<file path="src/rtl/pulse_filter_pkg.sv">
// pulse_filter_pkg
//   Shared definitions for the pulse filter array: global filter mode
//   encodings, default parameter values and the transition-qualification
//   helper used by every channel.
package pulse_filter_pkg;

    typedef enum logic [1:0] {
        MODE_BYPASS = 2'b00,
        MODE_HIGH   = 2'b01,
        MODE_LOW    = 2'b10,
        MODE_BOTH   = 2'b11
    } mode_e;

    localparam int CH_NUM_DEF      = 32;
    localparam int THRES_W_DEF     = 22;  // threshold in 50 ns clock cycles
    localparam int SYNC_STAGES_DEF = 2;
    localparam int THRES_RST_DEF   = 20;  // 1 us
    localparam int CNT_W_DEF       = 16;

    // A rising transition is filtered under HIGH/BOTH, a falling one under
    // LOW/BOTH; anything else passes through with one cycle of latency.
    function automatic logic qualifies(input mode_e m, input logic rising);
        if (rising) return (m == MODE_HIGH) || (m == MODE_BOTH);
        else        return (m == MODE_LOW)  || (m == MODE_BOTH);
    endfunction

endpackage

</file>
<file path="src/rtl/pulse_filter_chan.sv">
// pulse_filter_chan
//   One pulse channel: input synchroniser, minimum-width filter counter,
//   registered level output and one-cycle edge strobes.
// Ports:
//   clk, rst   clock, asynchronous active-high reset
//   pulse_i    raw asynchronous pulse input
//   en_i       channel enable; low forces output and counter to 0
//   mode_i     global filter mode
//   thres_i    effective threshold, already clamped to at least 1
//   pulse_o    filtered level
//   rise_o     strobe coincident with pulse_o 0->1
//   fall_o     strobe coincident with pulse_o 1->0
//   glitch_o   combinational: an in-progress count was abandoned this cycle
module pulse_filter_chan
    import pulse_filter_pkg::*;
#(
    parameter int THRES_W     = THRES_W_DEF,
    parameter int SYNC_STAGES = SYNC_STAGES_DEF
) (
    input  logic               clk,
    input  logic               rst,
    input  logic               pulse_i,
    input  logic               en_i,
    input  mode_e              mode_i,
    input  logic [THRES_W-1:0] thres_i,
    output logic               pulse_o,
    output logic               rise_o,
    output logic               fall_o,
    output logic               glitch_o
);

    logic [SYNC_STAGES-1:0] sync_q;
    logic                   sync_in;
    logic                   out_q, out_d;
    logic                   rise_q, rise_d;
    logic                   fall_q, fall_d;
    logic [THRES_W-1:0]     cnt_q, cnt_d;
    logic [THRES_W:0]       cnt_inc;
    logic                   glitch;

    assign sync_in = sync_q[SYNC_STAGES-1];
    // One bit wider so the compare stays correct for any threshold value.
    assign cnt_inc = {1'b0, cnt_q} + {{THRES_W{1'b0}}, 1'b1};

    always_comb begin
        out_d  = out_q;
        cnt_d  = cnt_q;
        glitch = 1'b0;
        if (!en_i) begin
            out_d = 1'b0;
            cnt_d = '0;
        end else if (sync_in == out_q) begin
            // Input came back before qualification: drop the count.
            cnt_d  = '0;
            glitch = (cnt_q != '0);
        end else if (!qualifies(mode_i, sync_in)) begin
            out_d = sync_in;
            cnt_d = '0;
        end else if (cnt_inc >= {1'b0, thres_i}) begin
            // Also catches a threshold lowered below the running count.
            out_d = sync_in;
            cnt_d = '0;
        end else begin
            cnt_d = cnt_inc[THRES_W-1:0];
        end
        // A disable-forced drop must not strobe.
        rise_d = en_i &  out_d & ~out_q;
        fall_d = en_i & ~out_d &  out_q;
    end

    always_ff @(posedge clk or posedge rst) begin
        if (rst) begin
            sync_q <= '0;
            out_q  <= 1'b0;
            rise_q <= 1'b0;
            fall_q <= 1'b0;
            cnt_q  <= '0;
        end else begin
            sync_q <= {sync_q[SYNC_STAGES-2:0], pulse_i};
            out_q  <= out_d;
            rise_q <= rise_d;
            fall_q <= fall_d;
            cnt_q  <= cnt_d;
        end
    end

    assign pulse_o  = out_q;
    assign rise_o   = rise_q;
    assign fall_o   = fall_q;
    assign glitch_o = glitch;

endmodule

</file>
<file path="src/rtl/pulse_filter_array.sv">
// pulse_filter_array
//   CH_NUM independent pulse filters sharing one threshold register and one
//   global mode. Pulses shorter than the threshold (in clock cycles) are
//   suppressed on the selected edge polarity(ies).
// Ports:
//   clk, rst        clock, asynchronous active-high reset
//   pulse_in        raw asynchronous pulse inputs, one per channel
//   filter_thres    new threshold, captured when thres_load is high
//   thres_load      single-cycle load strobe for filter_thres
//   mode            00 bypass, 01 filter high, 10 filter low, 11 both
//   ch_en           per-channel enable
//   pulse_out       filtered levels
//   rise_pulse      per-channel 0->1 strobes
//   fall_pulse      per-channel 1->0 strobes
// Optional (macro PULSE_FILTER_GLITCH_CNT_EN):
//   glitch_sel      channel whose glitch counter is read
//   glitch_clr      clears every glitch counter
//   glitch_cnt      registered readout of the selected counter
module pulse_filter_array
    import pulse_filter_pkg::*;
#(
    parameter int CH_NUM      = CH_NUM_DEF,
    parameter int THRES_W     = THRES_W_DEF,
    parameter int SYNC_STAGES = SYNC_STAGES_DEF,
    parameter int THRES_RST   = THRES_RST_DEF,
    parameter int CNT_W       = CNT_W_DEF
) (
    input  logic               clk,
    input  logic               rst,
    input  logic [CH_NUM-1:0]  pulse_in,
    input  logic [THRES_W-1:0] filter_thres,
    input  logic               thres_load,
    input  logic [1:0]         mode,
    input  logic [CH_NUM-1:0]  ch_en,
    output logic [CH_NUM-1:0]  pulse_out,
    output logic [CH_NUM-1:0]  rise_pulse,
    output logic [CH_NUM-1:0]  fall_pulse
`ifdef PULSE_FILTER_GLITCH_CNT_EN
    ,
    input  logic [((CH_NUM > 1) ? $clog2(CH_NUM) : 1)-1:0] glitch_sel,
    input  logic               glitch_clr,
    output logic [CNT_W-1:0]   glitch_cnt
`endif
);

    logic [THRES_W-1:0] thres_q;
    logic [THRES_W-1:0] thres_eff;
    mode_e              mode_s;
    logic [CH_NUM-1:0]  glitch;

    assign mode_s = mode_e'(mode);
    // A zero threshold behaves as 1: OR in the LSB when the register is 0.
    assign thres_eff = thres_q | THRES_W'(thres_q == '0);

    always_ff @(posedge clk or posedge rst) begin
        if (rst)             thres_q <= THRES_W'(THRES_RST);
        else if (thres_load) thres_q <= filter_thres;
    end

    for (genvar g = 0; g < CH_NUM; g++) begin : g_chan
        pulse_filter_chan #(
            .THRES_W     (THRES_W),
            .SYNC_STAGES (SYNC_STAGES)
        ) u_chan (
            .clk      (clk),
            .rst      (rst),
            .pulse_i  (pulse_in[g]),
            .en_i     (ch_en[g]),
            .mode_i   (mode_s),
            .thres_i  (thres_eff),
            .pulse_o  (pulse_out[g]),
            .rise_o   (rise_pulse[g]),
            .fall_o   (fall_pulse[g]),
            .glitch_o (glitch[g])
        );
    end

`ifdef PULSE_FILTER_GLITCH_CNT_EN
    logic [CH_NUM-1:0][CNT_W-1:0] gcnt_q;
    logic [CNT_W-1:0]             rd_q;

    always_ff @(posedge clk or posedge rst) begin
        if (rst) begin
            gcnt_q <= '0;
            rd_q   <= '0;
        end else begin
            rd_q <= (int'(glitch_sel) < CH_NUM) ? gcnt_q[glitch_sel] : '0;
            for (int i = 0; i < CH_NUM; i++) begin
                if (glitch_clr)
                    gcnt_q[i] <= '0;
                else if (glitch[i] && (gcnt_q[i] != '1))
                    gcnt_q[i] <= gcnt_q[i] + 1'b1;
            end
        end
    end

    assign glitch_cnt = rd_q;
`else
    logic unused_glitch;
    assign unused_glitch = ^glitch;
`endif

endmodule

</file>
<file path="config.mk">
export PLATFORM = sky130hd
export DESIGN_NAME = pulse_filter_array
export DESIGN_NICKNAME = d
export VERILOG_FILES = /design/src/rtl/pulse_filter_pkg.sv /design/src/rtl/pulse_filter_chan.sv /design/src/rtl/pulse_filter_array.sv
export SDC_FILE = /design/constraint.sdc
export NUM_CORES = 2
export LEC_CHECK = 0
export ABC_AREA = 0
export BUFFER_PORTS_ARGS = -buffer_cell sky130_fd_sc_hd__buf_2
export CAP_MARGIN = 20
export CELL_PAD_IN_SITES_DETAIL_PLACEMENT = 0
export CELL_PAD_IN_SITES_GLOBAL_PLACEMENT = 2
export CORE_AREA = 3 3 381 383
export CTS_CLUSTER_DIAMETER = 100
export DETAILED_ROUTE_END_ITERATION = 16
export DIE_AREA = 0 0 384 386
export PLACE_DENSITY = 0.86
export RECOVER_POWER = 100
export SETUP_SLACK_MARGIN = 0.1
export SYNTH_ARGS = -nofsm -noshare
export SYNTH_HDL_FRONTEND = slang
export SYNTH_HIERARCHICAL = 1
export SYNTH_SLANG_ARGS = --single-unit
</file>
<file path="constraint.sdc">
create_clock -name clk -period 9.4 [get_ports clk]
set_input_delay 0.94 -clock clk [delete_from_list [all_inputs] [get_ports clk]]
set_output_delay 0.94 -clock clk [all_outputs]
set_load 0.05 [all_outputs]
</file>
==> flow_summary.toml <==
[critical_path]
cp-end-kind = "flop"
cp_max_fo = 34
cp_num_buf_inv = 1
reg2reg_depth = 11
critical-path-slowest-cell = "dfstp_1"
reg2reg_slack_ps = 3310
worstPathCellList = "nor4_1 -> nand4_1 -> o41ai_1 -> buf_4 -> ha_1 -> nand2b_1 -> nand3_1 -> a21oi_1 -> o211ai_1 -> nand4_1 -> and2b_2"
cp.arrival_ps = 6730
path_common_cell = "nand4_1"
critPathLaunchType = "flop"
setup.worst_path.class = "reg -> reg"
path_depth = 11
required_ps = 10040
cpPeakStageDelay_ps = 1390
crit_family = "simple AND/OR/NAND/NOR gates"

[clock_tree]
post_cts_buffers = 0
cts_tree = "yes"
clk_pin_slew_ps = 60
cts.sinks = 886
clk_latency_ps = 710
cts-resized-gates = 0
htree_levels = 3
cts_root_buf = "clkbuf_16"
cts_buffer_depth = 3
ctsHoldBuffers = 0
cts_made_buffers = 107

[global_route]
grt_pass1_vias = 45000
grt_max_degree = 35
antenna_found_initial = 3
grt_pass1_wl_um = 257000
gr-total-overflow = 0
grtUsageTotal_pct = 22.1

[sta]
fmax_ghz = 0.164
setup_ws_ps = 3310
slew_viol_final = 121
tightestPinTransition_ps = 3610
fin_skew_ps = 28.8
rsz0062_at_grt = "no"
final.setup.tns_ps = 0
setup_violations = 0
relSlewSlack_pct = -141
min_period_ps = 6090
period_share_pct = 64.8
hold_viol = 0

[pwr]
ir_drop_v = 0.000134
p_leak_nw = 36.4
powerDensity_mw_per_mm2 = 139

[logic_synthesis]
ys_warn_count = 6
syn_area_per_cell_um2 = 9.62
synth_area_mm2 = 0.0622
synth.net_count = 7324
netlist_instances = 6465

[place]
post-place-ws_ps = 4510
dpl.hpwl_um = 109000
gp_congestion = 0.801
io_buffers = 186

[outcome]
violations = "max-capacitance violations, max-slew violations"
status = "finished with violations"

[routing]
vias_per_cell = 5.22
route.detailed.drc = 0
drtIter0Drc = 2432
drt_pass1_iterations = 5
routed_wl_um = 164000
vias = 45300
avgRoutedWirePerCell_um = 18.8
ant_nets = 0

[die]
start_util_pct = 43.9
fp.dieW_um = 384
dieArea_mm2 = 0.148
chipHeight_um = 386
ios = 187
std_cell_rows = 138
core_area_mm2 = 0.142

[cells_and_area]
area_growth_syn_to_layout_pct = 10.6
layout-drive-gt1-share_pct = 11.9
diodes = 0
final_nets = 7563

[run]
maxCapViolations = 4

[worst_hold_path]
hold_path.class = "in -> reg"
hold_depth = 1
cell usage in the layout, fill, tap and decap left out, drive strengths merged, types with 22 or more instances in the layout:
| cell type | n |
|---|---|
| clkbuf | 292 |
| nor4 | 37 |
| nor2 | 286 |
| dfrtp | 884 |
| nand3 | 358 |
| a21o | 41 |
| nand2 | 461 |
| nor3 | 75 |
| xor2 | 256 |
| and4b | 62 |
| o21ai | 108 |
| nor2b | 422 |
| and4 | 86 |
| buf | 106 |
| xnor2 | 416 |
| inv | 855 |
| ha | 768 |
| o211ai | 31 |
| and2 | 77 |
| mux2i | 64 |
| nand2b | 33 |
| a21oi | 286 |
| and3 | 245 |
| nand4 | 297 |
| and2b | 51 |
| clkinv | 22 |
| a211oi | 22 |
registers in the layout, summed over array words and instances (netlist names):
name	flops
g_chan.u_chan/fall_o	32
g_chan.u_chan/sync_q	64
g_chan.u_chan/pulse_o	32
thres_q	22
g_chan.u_chan/cnt_q	704
g_chan.u_chan/rise_o	32
metal layers:
layer,global-route usage [%],wire length [um],vias to the layer above
met5,0,0,-
met2,37.7,77700,641
met1,30.2,77000,22000
li1,-,-,22500
met4,4.94,3050,0
met3,2.28,5800,181
final cells by class:
cell class	count	area [um^2]
Fill cell	13200	72900
Multi-Input combinational cell	4616	36100
Sequential cell	886	22200
Clock buffer	159	3320
Inverter	854	3210
Tap cell	1890	2360
Timing Repair Buffer	239	1080
Clock inverter	36	464
final timing paths:
| path | from | end |
|---|---|---|
| setup / recovery | thres_q[4] | g_chan[11].u_chan/cnt_q[5] |
| hold / removal | pulse_in[13] | g_chan[13].u_chan/sync_q[0] |
| setup reg to reg | thres_q[4] | g_chan[11].u_chan/cnt_q[5] |
| hold reg to reg | g_chan[9].u_chan/sync_q[0] | g_chan[9].u_chan/sync_q[1] |
| max in group asynchronous | rst | g_chan[6].u_chan/cnt_q[19] |
| min in group asynchronous | rst | g_chan[22].u_chan/cnt_q[8] |
stage by stage:
stage	instances	util, %	hold slack [ps]	total power [mW]	area, um^2
3_5_place_dp	8462	46.0	335	5.26	65300
2_1_floorplan	6465	-	331	4.77	62200
3_3_place_gp	8459	46.0	332	5.22	65200
5_1_grt	8680	48.5	300	10.0	68800
6_report	8680	48.5	340	9.60	68800
4_1_cts	8657	48.7	269	9.76	69000
where the power goes:
group | total (mW) | leakage [nW] | internal [mW] | switching (mW)
sequential | 4.03 | 12.1 | 3.87 | 0.153
combinational | 1.14 | 22.4 | 0.336 | 0.803
clock | 4.43 | 1.89 | 2.72 | 1.71
Power figures use the tool's default switching activity.
